## config.mk

```make
export PLATFORM = sky130hd
export DESIGN_NAME = program_sequencer
export DESIGN_NICKNAME = d
export VERILOG_FILES = /design/src/rtl/program_sequencer_pkg.sv /design/src/rtl/program_sequencer_pc_save.sv /design/src/rtl/program_sequencer.sv
export SDC_FILE = /design/constraint.sdc
export NUM_CORES = 1
export LEC_CHECK = 0
export CAP_MARGIN = 20
export CORE_MARGIN = 10
export CORE_UTILIZATION = 40
export CTS_CLUSTER_SIZE = 25
export DETAILED_ROUTE_END_ITERATION = 7
export GPL_TIMING_DRIVEN = 0
export SETUP_SLACK_MARGIN = 0.1
export SKIP_LAST_GASP = 1
export SLEW_MARGIN = 20
export SYNTH_ARGS = -nofsm -noshare
export SYNTH_HDL_FRONTEND = slang
export SYNTH_SLANG_ARGS = --single-unit
```

## constraint.sdc

```tcl
create_clock -name Clk -period 3 [get_ports Clk]
set_clock_uncertainty 0.15 [all_clocks]
set_input_delay 0.6 -clock Clk [delete_from_list [all_inputs] [get_ports Clk]]
set_output_delay 0.6 -clock Clk [all_outputs]
set_load 0.01 [all_outputs]
```

## src/rtl/program_sequencer_pkg.sv

```systemverilog
// Shared definitions for the program sequencer: the FSM state encoding and
// the program-counter width.
package program_sequencer_pkg;

    localparam int PC_W = 10;

    typedef enum logic [1:0] {
        IDLE   = 2'd0,
        RUN    = 2'd1,
        LDWAIT = 2'd2,
        DONE   = 2'd3
    } seq_state_t;

    function automatic logic [PC_W-1:0] pc_inc(input logic [PC_W-1:0] pc);
        return pc + PC_W'(1);
    endfunction

endpackage

```

## src/rtl/program_sequencer_pc_save.sv

```systemverilog
// Three PC save registers, written one at a time by select code 1..3.
// Writes land on the next clock edge; reads are combinational; no backpressure.
module pc_save_regs
    import program_sequencer_pkg::*;
(
    input  logic            clk,
    input  logic            rst_n,
    input  logic [1:0]      sel,
    input  logic            wr_en,
    input  logic [PC_W-1:0] wr_dat,
    output logic [PC_W-1:0] rd1,
    output logic [PC_W-1:0] rd2,
    output logic [PC_W-1:0] rd3
);

    always_ff @(posedge clk or negedge rst_n) begin
        if (!rst_n) begin
            rd1 <= '0;
            rd2 <= '0;
            rd3 <= '0;
        end else if (wr_en) begin
            case (sel)
                2'd1:    rd1 <= wr_dat;
                2'd2:    rd2 <= wr_dat;
                2'd3:    rd3 <= wr_dat;
                default: ;
            endcase
        end
    end

endmodule

```

## src/rtl/program_sequencer.sv

```systemverilog
// Program sequencer: instruction address generation with loads, jumps and PC saves;
// ProgCtr updates one edge after inputs, Stall is combinational; optional CYCLE_COUNT_EN.
module program_sequencer
    import program_sequencer_pkg::*;
(
    input  logic            Clk,
    input  logic            Reset,
    input  logic            Start,
    input  logic [PC_W-1:0] StartAddr,
    input  logic            JumpEqual,
    input  logic            JumpNotEqual,
    input  logic            OffsetEn,
    input  logic [1:0]      PCRegSelect,
    input  logic            Zero,
    input  logic            LoadInst,
    input  logic            Ack,
    input  logic [7:0]      SaveOffset,
    output logic [PC_W-1:0] ProgCtr,
    output logic            Stall,
    output logic            Busy,
    output logic            Done
`ifdef CYCLE_COUNT_EN
    ,
    output logic [15:0]     CycleCount
`endif
);

    seq_state_t      state, state_nxt;
    logic [PC_W-1:0] pc_nxt;
    logic            save_we;
    logic [PC_W-1:0] save_dat;
    logic [PC_W-1:0] rd1, rd2, rd3;
    logic [PC_W-1:0] sel_pc;
    logic            sel_any;
    logic            jump_taken;
    logic            is_spc;
    logic            start_acc;

    assign sel_any    = (PCRegSelect != 2'b00);
    assign jump_taken = sel_any && ((JumpEqual && Zero) || (JumpNotEqual && !Zero));
    assign is_spc     = sel_any && !JumpEqual && !JumpNotEqual;
    assign save_dat   = pc_inc(ProgCtr) + (OffsetEn ? PC_W'(SaveOffset) : '0);
    assign start_acc  = ((state == IDLE) || (state == DONE)) && Start;

    always_comb begin
        sel_pc = ProgCtr;
        case (PCRegSelect)
            2'd1:    sel_pc = rd1;
            2'd2:    sel_pc = rd2;
            2'd3:    sel_pc = rd3;
            default: sel_pc = ProgCtr;
        endcase
    end

    pc_save_regs u_save (
        .clk    (Clk),
        .rst_n  (Reset),
        .sel    (PCRegSelect),
        .wr_en  (save_we),
        .wr_dat (save_dat),
        .rd1    (rd1),
        .rd2    (rd2),
        .rd3    (rd3)
    );

    always_ff @(posedge Clk or negedge Reset) begin
        if (!Reset) begin
            state   <= IDLE;
            ProgCtr <= '0;
        end else begin
            state   <= state_nxt;
            ProgCtr <= pc_nxt;
        end
    end

    // Ack outranks LoadInst, so an ending load does not stall
    always_comb begin
        state_nxt = state;
        pc_nxt    = ProgCtr;
        save_we   = 1'b0;
        Stall     = 1'b0;
        case (state)
            IDLE, DONE: begin
                if (Start) begin
                    pc_nxt    = StartAddr;
                    state_nxt = RUN;
                end
            end
            RUN: begin
                if (Ack) begin
                    state_nxt = DONE;
                end else if (LoadInst) begin
                    Stall     = 1'b1;
                    state_nxt = LDWAIT;
                end else if (jump_taken) begin
                    pc_nxt = sel_pc;
                end else begin
                    save_we = is_spc;
                    pc_nxt  = pc_inc(ProgCtr);
                end
            end
            LDWAIT: begin
                pc_nxt    = pc_inc(ProgCtr);
                state_nxt = RUN;
            end
            default: state_nxt = IDLE;
        endcase
    end

    assign Busy = (state == RUN) || (state == LDWAIT);
    assign Done = (state == DONE);

`ifdef CYCLE_COUNT_EN
    always_ff @(posedge Clk or negedge Reset) begin
        if (!Reset) begin
            CycleCount <= '0;
        end else if (start_acc) begin
            CycleCount <= '0;
        end else if (Busy && (CycleCount != 16'hFFFF)) begin
            CycleCount <= CycleCount + 16'd1;
        end
    end
`endif

endmodule

```

# Word level (Yosys, flattened, before mapping)
# Index checks and enable logic that the tools add are counted.
[classes]
addsub = 2
mul = 0
n_div = 0
n_lt_le_gt_ge = 0
eq_ne = 11
shift = 0
muxes = 18
n_bitwise = 0
reduce_logical = 18
[op_table]
columns = ["operator", "count"]
rows = [
  ["10-bit case mux with 3 select lines", 2],
  ["10-bit 2-to-1 mux", 4],
  ["10-bit by 1-bit adder with 10-bit output, second input constant", 1],
  ["10-bit by 8-bit adder with 10-bit output", 1],
  ["2-bit == test, second input constant", 4],
  ["8-bit 2-to-1 mux", 1],
  ["2-bit AND reduction", 4],
  ["1-bit 2-to-1 mux", 7],
  ["2-bit 2-to-1 mux", 3],
  ["2-bit != test, second input constant", 3],
  ["2-bit case mux with 3 select lines", 1],
  ["1-bit logical AND", 5],
  ["5-bit by 2-bit != test with 1-bit output, second input constant", 1],
  ["2-bit by 1-bit == test with 1-bit output, second input constant", 2],
  ["4-bit AND reduction", 1],
  ["1-bit zero test", 3],
  ["3-bit != test, second input constant", 1],
  ["2-bit zero test", 1],
  ["1-bit logical OR", 2],
  ["2-bit nonzero test", 1],
  ["2-bit OR reduction", 1],
]
[word_totals]
regBits = 42
latchBits = 0
ramBits = 0
rom_bits = 0
in_bits = 29
output_inout_bits = 13
wordCells = 54
n_memories = 0

# Logic depth before layout (Yosys ltp)
# Gate-level depths: netlist of the first run.
[logic_depth]
ltp_word = 9
mapped_depth = 10
ltp_nobuf = 10

# Modules after synthesis
# Synthesis of the first run repeated with hierarchy kept, for this count alone.
[unflattened]
hier_cells = 257
hier_area_um2 = 2780.2
[modules_own_cells]
columns = ["module", "instances", "cells_per_inst", "area_per_inst_um2", "seq_area_each_um2"]
rows = [
  ["program_sequencer", 1, 192, 1569.0, 300.3],
  ["pc_save_regs", 1, 65, 1211.2, 750.7],
]

# Least setup slack after synthesis of the first run
# Ideal clock, no wire load.
[synth_path]
path_type = "reg2reg"
startpoint = "register ProgCtr[0]"
endpoint = "register u_save.rd1[8]"
setup_ns = 0.125
arrival_ns = 2.439
required_time_ns = 2.725
setup_slack_ns = 0.286
path_stages_with_launch = 11
path_buffers = 0
synth_period_minus_slack_ns = 2.714
cell_sequence = "dfrtp_1 > ha_1 > nand4_1 > nor2_1 > xor2_1 > ha_1 > a21oi_1 > inv_1 > o41ai_1 > xnor2_1 > mux2_2"
[synth_between]
elab_chain_cells = 2
[synth_rtl]
columns = ["item", "line", "text"]
rows = [
  ["from (decl)", "program_sequencer.sv:18", "output logic [PC_W-1:0] ProgCtr,"],
  ["from (signal assigned)", "program_sequencer.sv:72", "ProgCtr <= pc_nxt;"],
  ["10-bit by 1-bit adder with 10-bit output", "program_sequencer_pkg.sv:15", "return pc + PC_W'(1);"],
  ["10-bit by 8-bit adder with 10-bit output", "program_sequencer.sv:42", "assign save_dat = pc_inc(ProgCtr) + (OffsetEn ? PC_W'(SaveOffset) : '0);"],
  ["to (signal assigned)", "program_sequencer_pc_save.sv:23", "2'd1: rd1 <= wr_dat;"],
  ["to (decl)", "program_sequencer_pc_save.sv:11", "output logic [PC_W-1:0] rd1,"],
]
# No other way between the ends.
# A chain may end at the register's enable or synchronous reset.

# Final worst setup path of the first run
[layout_path]
startpoint = "register ProgCtr[0]"
endpoint = "register u_save.rd2[9]"
[layout_between]
elab_chain_cells = 2
[layout_rtl]
columns = ["item", "line", "text"]
rows = [
  ["10-bit by 1-bit adder with 10-bit output", "program_sequencer_pkg.sv:15", ""],
  ["10-bit by 8-bit adder with 10-bit output", "program_sequencer.sv:42", ""],
  ["to (signal assigned)", "program_sequencer_pc_save.sv:24", "2'd2: rd2 <= wr_dat;"],
  ["to (decl)", "program_sequencer_pc_save.sv:12", "output logic [PC_W-1:0] rd2,"],
]
# No other way between the ends.

==> flow_metrics.env, run 1 <==
export IMPL_status="finished, final reports clean"
export IMPL_maxCapViolations=0
export IMPL_core_area_sq_um=6390
export IMPL_antenna_cells=0
export IMPL_setup_viol=0
export IMPL_grt_max_degree=31
export IMPL_numPortBuffers=41
export IMPL_dp_cells=406
export IMPL_final_max_slew_viol_count=0
export IMPL_worst_ir_drop_vdd_mv=0.522
export IMPL_synth_area_per_cell_sq_um=9.23
export IMPL_dieArea_sq_um=10300
export IMPL_yosysWarningCount=0
export IMPL_clock_root_buffer="clkbuf_8"
export IMPL_min_path_type="primary input to async pin"
export IMPL_tritoncts="done"
export IMPL_clk_pin_slew_worst_paths_ps=90
export IMPL_placed_area_sq_um=3170
export IMPL_gr_usage_met2=0.216
export IMPL_area_growth_pct=28.4
export IMPL_period_needed_ps=2770
export IMPL_grt_pass1_vias=2260
export IMPL_die_y_um=101
export IMPL_rsz0062_at_grt="no"
export IMPL_yosys_cell_types_count=35
export IMPL_numCtsBuffers=5
export IMPL_clockBufferDepth=2
export IMPL_finalPower_mw=3.15
export IMPL_ant_nets=0
export IMPL_final_cell_area_sq_um=3400
export IMPL_holdWs_ps=42.1
export IMPL_grtUsageMet3=0.0340
export IMPL_slowest_stage="or4_1"
export IMPL_path_buf_inv=1
export IMPL_end_kind="flip-flop"
export IMPL_leakage_nw=1.52
export IMPL_power_density_nw_per_um2=927
export IMPL_cpPeakStageDelay_ps=540
export IMPL_clkLatencyLatePin_ps=300
export IMPL_hpwl_um=5320
export IMPL_met1_usage=0.183
export IMPL_syn_area_sq_um=2650
export IMPL_fin_crit_sh=0.924
export IMPL_finalHoldViolCount=0
export IMPL_worstPathCellList="ha_1 -> nand4_1 -> nor2_1 -> xor2_1 -> ha_1 -> a21oi_2 -> buf_4 -> o211ai_1 -> o21ai_2 -> or4_1 -> o211ai_1"
export IMPL_gp_congestion=0.789
export IMPL_num_vias=2271
export IMPL_initial_core_util=0.415
export IMPL_htreeDepth=2
export IMPL_synth_cells=287
export IMPL_wirelength_um=6970
export IMPL_setup_worst_path_class="flip-flop to flip-flop"
export IMPL_track_usage=0.137
export IMPL_busiest_layer="met2"
export IMPL_io_pins=42
export IMPL_synth_ff_type="dfrtp_1"
export IMPL_drc=0
export IMPL_async_flop_share=1.00
export IMPL_synthesis_nets=329
export IMPL_critPathMaxFanout=6
export IMPL_cp_arrival_ps=2830
export IMPL_tightest_slew_ps=641
export IMPL_rows=29
export IMPL_synth_seq_area_share=0.397
export IMPL_fin_cells=420
export IMPL_required_ps=3060
export IMPL_fmax_mhz=361
export IMPL_cts_sinks=42
export IMPL_critPathTopFamily="simple AND/OR/NAND/NOR gates"
export IMPL_slew_headroom=0.571
export IMPL_grt_first_pass_wirelength_um=11400
export IMPL_final_common_cell="dfrtp_1"
export IMPL_final_cell_mix="dfrtp_1 (41), clkdlybuf4s50_1 (38), nand2_1 (35), nor2_1 (27), a21oi_1 (19)"
export IMPL_antenna_found_initial=0
export IMPL_die_x_um=101
export IMPL_wl_per_cell_um=16.6
export IMPL_drive_gt1_frac=0.149
export IMPL_nets=384
export IMPL_gr_total_overflow=0
export IMPL_synth_edf_count=0
export IMPL_first_iter_violations=89
export IMPL_viasPerCell=5.41
export IMPL_synth_seq_cells=42
export IMPL_postCtsHoldBufs=0
export IMPL_drtPass1Iterations=4
export IMPL_startpoint_type="flip-flop"
export IMPL_fin_util=0.533
export IMPL_fill_cells=607
-- sequential cells by signal (all words and copies together), names as in the netlist --
name / cells
state: 2
u_save.rd3: 10
u_save.rd1: 10
ProgCtr: 10
u_save.rd2: 10
-- metal layers --
| layer | routed length (um) | up-vias | share of wire |
|---|---|---|---|
| met2 | 3240 | 40 | 0.47 |
| met4 | 60 | 0 | 0.0086 |
| li1 | - | 1140 | - |
| met1 | 3340 | 1086 | 0.48 |
| met5 | 0 | - | 0 |
| met3 | 330 | 5 | 0.047 |
-- kinds of logic after synthesis --
group	count (synthesis)	synth area share
buf+inv	25	0.0364
xor+xnor	12	0.0397
simple gates	98	0.172
compound gates	68	0.173
mux	29	0.118
fa+ha+maj	13	0.0642
flops	42	0.397
-- repair_timing --
item	CTS	global route
buffers inserted	3	3
endpoints found under the setup margin	16	12
resized for setup	8	11
pin swaps	3	7
-- cells in the mapped netlist (2+ instances only) --
cell / count / area [sq um]
mux2i_1: 11 / 110
inv_1: 12 / 45.0
clkbuf_1: 9 / 33.8
nand2_1: 35 / 131
nor3_1: 2 / 10.0
a21oi_1: 20 / 100
o21ai_0: 9 / 45.0
or2_1: 2 / 12.5
nand3_1: 6 / 30.0
o31ai_1: 11 / 82.6
and2_1: 8 / 50.1
xnor2_1: 8 / 70.1
o21bai_1: 2 / 15.0
or3_1: 5 / 31.3
nand2b_1: 5 / 31.3
xor2_1: 4 / 35.0
dfrtp_1: 42 / 1050
nor2_1: 28 / 105
ha_1: 12 / 150
or4_1: 3 / 22.5
buf_2: 2 / 10.0
mux2_2: 18 / 203
o211ai_1: 3 / 22.5
a211oi_1: 3 / 22.5
clkinv_1: 2 / 7.51
a221oi_1: 10 / 87.6
o221ai_1: 3 / 26.3
a21o_1: 5 / 37.5
-- report_power, final --
part / switching (mW) / internal (mW) / total [mW] / leakage, nW
registers: 0.168 / 0.792 / 0.960 / 0.541
clock network: 0.202 / 0.248 / 0.451 / 0.0514
logic: 0.945 / 0.798 / 1.74 / 0.933
-- metrics by stage --
stage / worst slack, ps / setup TNS [ps]
6_report: 229 / 0
5_1_grt: 99.6 / 0
4_1_cts: 106 / 0
3_5_place_dp: -510 / -4350
3_3_place_gp: -447 / -3400
2_1_floorplan: 286 / 0
-- area by class of cell --
class	instances	area, sq um	area share
inverters	14	52.6	0.0154
clock buffers	6	72.6	0.0213
clock inverters	2	37.5	0.0110
multi-input cells	220	1580	0.463
repair buffers	48	472	0.139
plain buffers	11	45.0	0.0132
well taps	77	96.3	0.0283
flip-flops and latches	42	1050	0.309
-- final timing paths --
check | from | depth (start not counted) | to | slack (ps)
worst max-delay path | ProgCtr[0] | 11 | u_save.rd2[9] | 230
worst min-delay path | Reset | 1 | u_save.rd2[2] | 40
worst max register to register | ProgCtr[0] | 11 | u_save.rd2[9] | 230
worst min register to register | u_save.rd1[0] | 2 | u_save.rd1[0] | 340
max in group asynchronous | Reset | 2 | ProgCtr[7] | 2180
min in group Clk | u_save.rd1[0] | 2 | u_save.rd1[0] | 340
Note: power is estimated with default switching activity, not from simulation.
==> run 2: changes to the inputs <==
==> constraint.sdc (replaced) <==
create_clock -name Clk -period 3.5 [get_ports Clk]
set_clock_uncertainty 0.15 [all_clocks]
set_input_delay 0.7 -clock Clk [delete_from_list [all_inputs] [get_ports Clk]]
set_output_delay 0.7 -clock Clk [all_outputs]
set_load 0.01 [all_outputs]
==> run 2 against run 1 <==
Compared with the run above: via count fell by 0.92%; first-iteration DRC count fell by 5.6%; non-clock buffer count fell by 6; clock power fell by 14%; power fell by 17%; sequential cell count did not move; largest cell class unchanged.
==> flow_metrics.env, run 2 (synthesized netlist as in run 1, its figures left out) <==
export IMPL_status="finished, final reports clean"
export IMPL_required_ps=3530
export IMPL_fmax_mhz=309
export IMPL_clock_root_buffer="clkbuf_8"
export IMPL_register_area_sq_um=1050
export IMPL_die_x_um=101
export IMPL_setup_viol=0
export IMPL_gr_total_overflow=0
export IMPL_power_switching_mw=1.09
export IMPL_maxCapViolations=0
export IMPL_rsz0062_at_grt="no"
export IMPL_clk_pin_slew_worst_paths_ps=90
export IMPL_drtPass1Iterations=4
export IMPL_worst_ir_drop_vdd_mv=0.444
export IMPL_cts_sinks=42
export IMPL_nets=378
export IMPL_min_path_type="primary input to async pin"
export IMPL_num_vias=2250
export IMPL_track_usage=0.135
export IMPL_cp_arrival_ps=3270
export IMPL_combPwrFrac=0.535
export IMPL_wirelength_um=6820
export IMPL_postCtsSetupBuffers=0
export IMPL_end_kind="flip-flop"
export IMPL_grt_first_pass_wirelength_um=11200
export IMPL_first_iter_violations=84
export IMPL_tritoncts="done"
export IMPL_antenna_found_initial=0
export IMPL_numPortBuffers=41
export IMPL_period_needed_ps=3240
export IMPL_core_area_sq_um=6390
export IMPL_final_max_slew_viol_count=0
export IMPL_drc=0
export IMPL_fin_crit_sh=0.925
export IMPL_initial_core_util=0.415
export IMPL_finalHoldViolCount=0
export IMPL_final_common_cell="dfrtp_1"
export IMPL_viasPerCell=5.43
export IMPL_drive_gt1_frac=0.0950
export IMPL_clkPwrFrac=0.148
export IMPL_io_pins=42
export IMPL_htreeDepth=2
export IMPL_critPathTopFamily="adder cells"
export IMPL_ant_nets=0
export IMPL_setup_ws_ps=263
export IMPL_final_cell_mix="dfrtp_1 (42), clkdlybuf4s50_1 (40), nand2_1 (35), nor2_1 (28), a21oi_1 (20)"
export IMPL_clockBufferDepth=2
export IMPL_worstPathCellList="clkdlybuf4s50_1 -> and2_1 -> ha_1 -> fa_1 -> a211oi_1 -> nor2_1 -> o41ai_2 -> xnor2_1 -> mux2_2"
export IMPL_p_int_mw=1.52
export IMPL_slowest_stage="clkdlybuf4s50_1"
export IMPL_power_frac_seq=0.317
export IMPL_post_cts_resized=0
export IMPL_critPathMaxFanout=8
export IMPL_multi_input_area_sq_um=1510
export IMPL_wl_per_cell_um=16.5
export IMPL_clkLatencyLatePin_ps=300
export IMPL_tightest_slew_ps=793
export IMPL_grt_pass1_vias=2212
export IMPL_gp_congestion=0.789
export IMPL_dpl_worst_slack_ps=-110
export IMPL_hpwl_um=5320
export IMPL_fin_util=0.515
export IMPL_rows=29
export IMPL_finalPower_mw=2.61
export IMPL_fill_cells=611
export IMPL_postCtsHoldBufs=0
export IMPL_path_buf_inv=1
export IMPL_numCtsBuffers=5
export IMPL_antenna_cells=0
export IMPL_area_growth_pct=24.1
export IMPL_die_y_um=101
export IMPL_slew_headroom=0.466
export IMPL_setup_worst_path_class="primary input to flip-flop"
export IMPL_startpoint_type="primary input"
export IMPL_leakage_nw=1.48
export IMPL_power_density_nw_per_um2=792
export IMPL_dieArea_sq_um=10300
export IMPL_cpPeakStageDelay_ps=520
export IMPL_switching_share=0.418
export IMPL_grt_max_degree=31
==> run 2: cell count changes in the layout (fill, tap and decap cells not counted), sizes merged <==
cell,delta
clkdlybuf4s50,+2
buf,-6
dlygate4sd2,-1
dlymetal6s2s,-1
==> run 2: power by group through the flow <==
stage	Combinational [mW]	Clock, mW	Sequential [mW]
floorplan	0.927	0	0.829
global placement	1.37	0	0.830
detailed placement	1.39	0	0.839
CTS	1.40	0.396	0.827
global route	1.56	0.412	0.854
finish	1.39	0.387	0.825
==> run 2: layout make-up <==
type | count | area share
Multi-Input combinational cell | 220 | 0.459
Sequential cell | 42 | 0.320
Timing Repair Buffer | 42 | 0.129
Tap cell | 77 | 0.0293
Clock buffer | 6 | 0.0221
Inverter | 14 | 0.0160
Buffer | 11 | 0.0133
Clock inverter | 2 | 0.0114
==> run 2: per-stage QoR <==
step | hold slack (ps) | setup TNS [ps] | instance area, sq um | cells
after floorplan | 254 | 0 | 2650 | 287
after global placement | 313 | -132 | 3160 | 405
after detailed placement | 317 | -326 | 3170 | 406
after CTS | 149 | 0 | 3280 | 414
after global routing | 158 | 0 | 3290 | 414
final | 138 | 0 | 3290 | 414
==> run 2: routing by layer <==
layer,part of all wire,global-route usage,routed length (um),vias up
met5,0,0,0,-
met4,0.0095,0.0322,65,0
met3,0.058,0.0340,393,6
met2,0.46,0.212,3110,43
met1,0.48,0.182,3250,1073
li1,-,-,-,1128
==> run 2: worst paths after layout <==
kind	start	to	slack, ps	cells after the start
min in group Clk	u_save.rd3[2]	u_save.rd3[2]	340	2
max reg2reg	ProgCtr[0]	u_save.rd2[9]	420	10
min	Reset	u_save.rd2[2]	140	1
max	OffsetEn	u_save.rd1[8]	260	9
max in group asynchronous	Reset	ProgCtr[6]	2580	2
min reg2reg	u_save.rd3[2]	u_save.rd3[2]	340	2
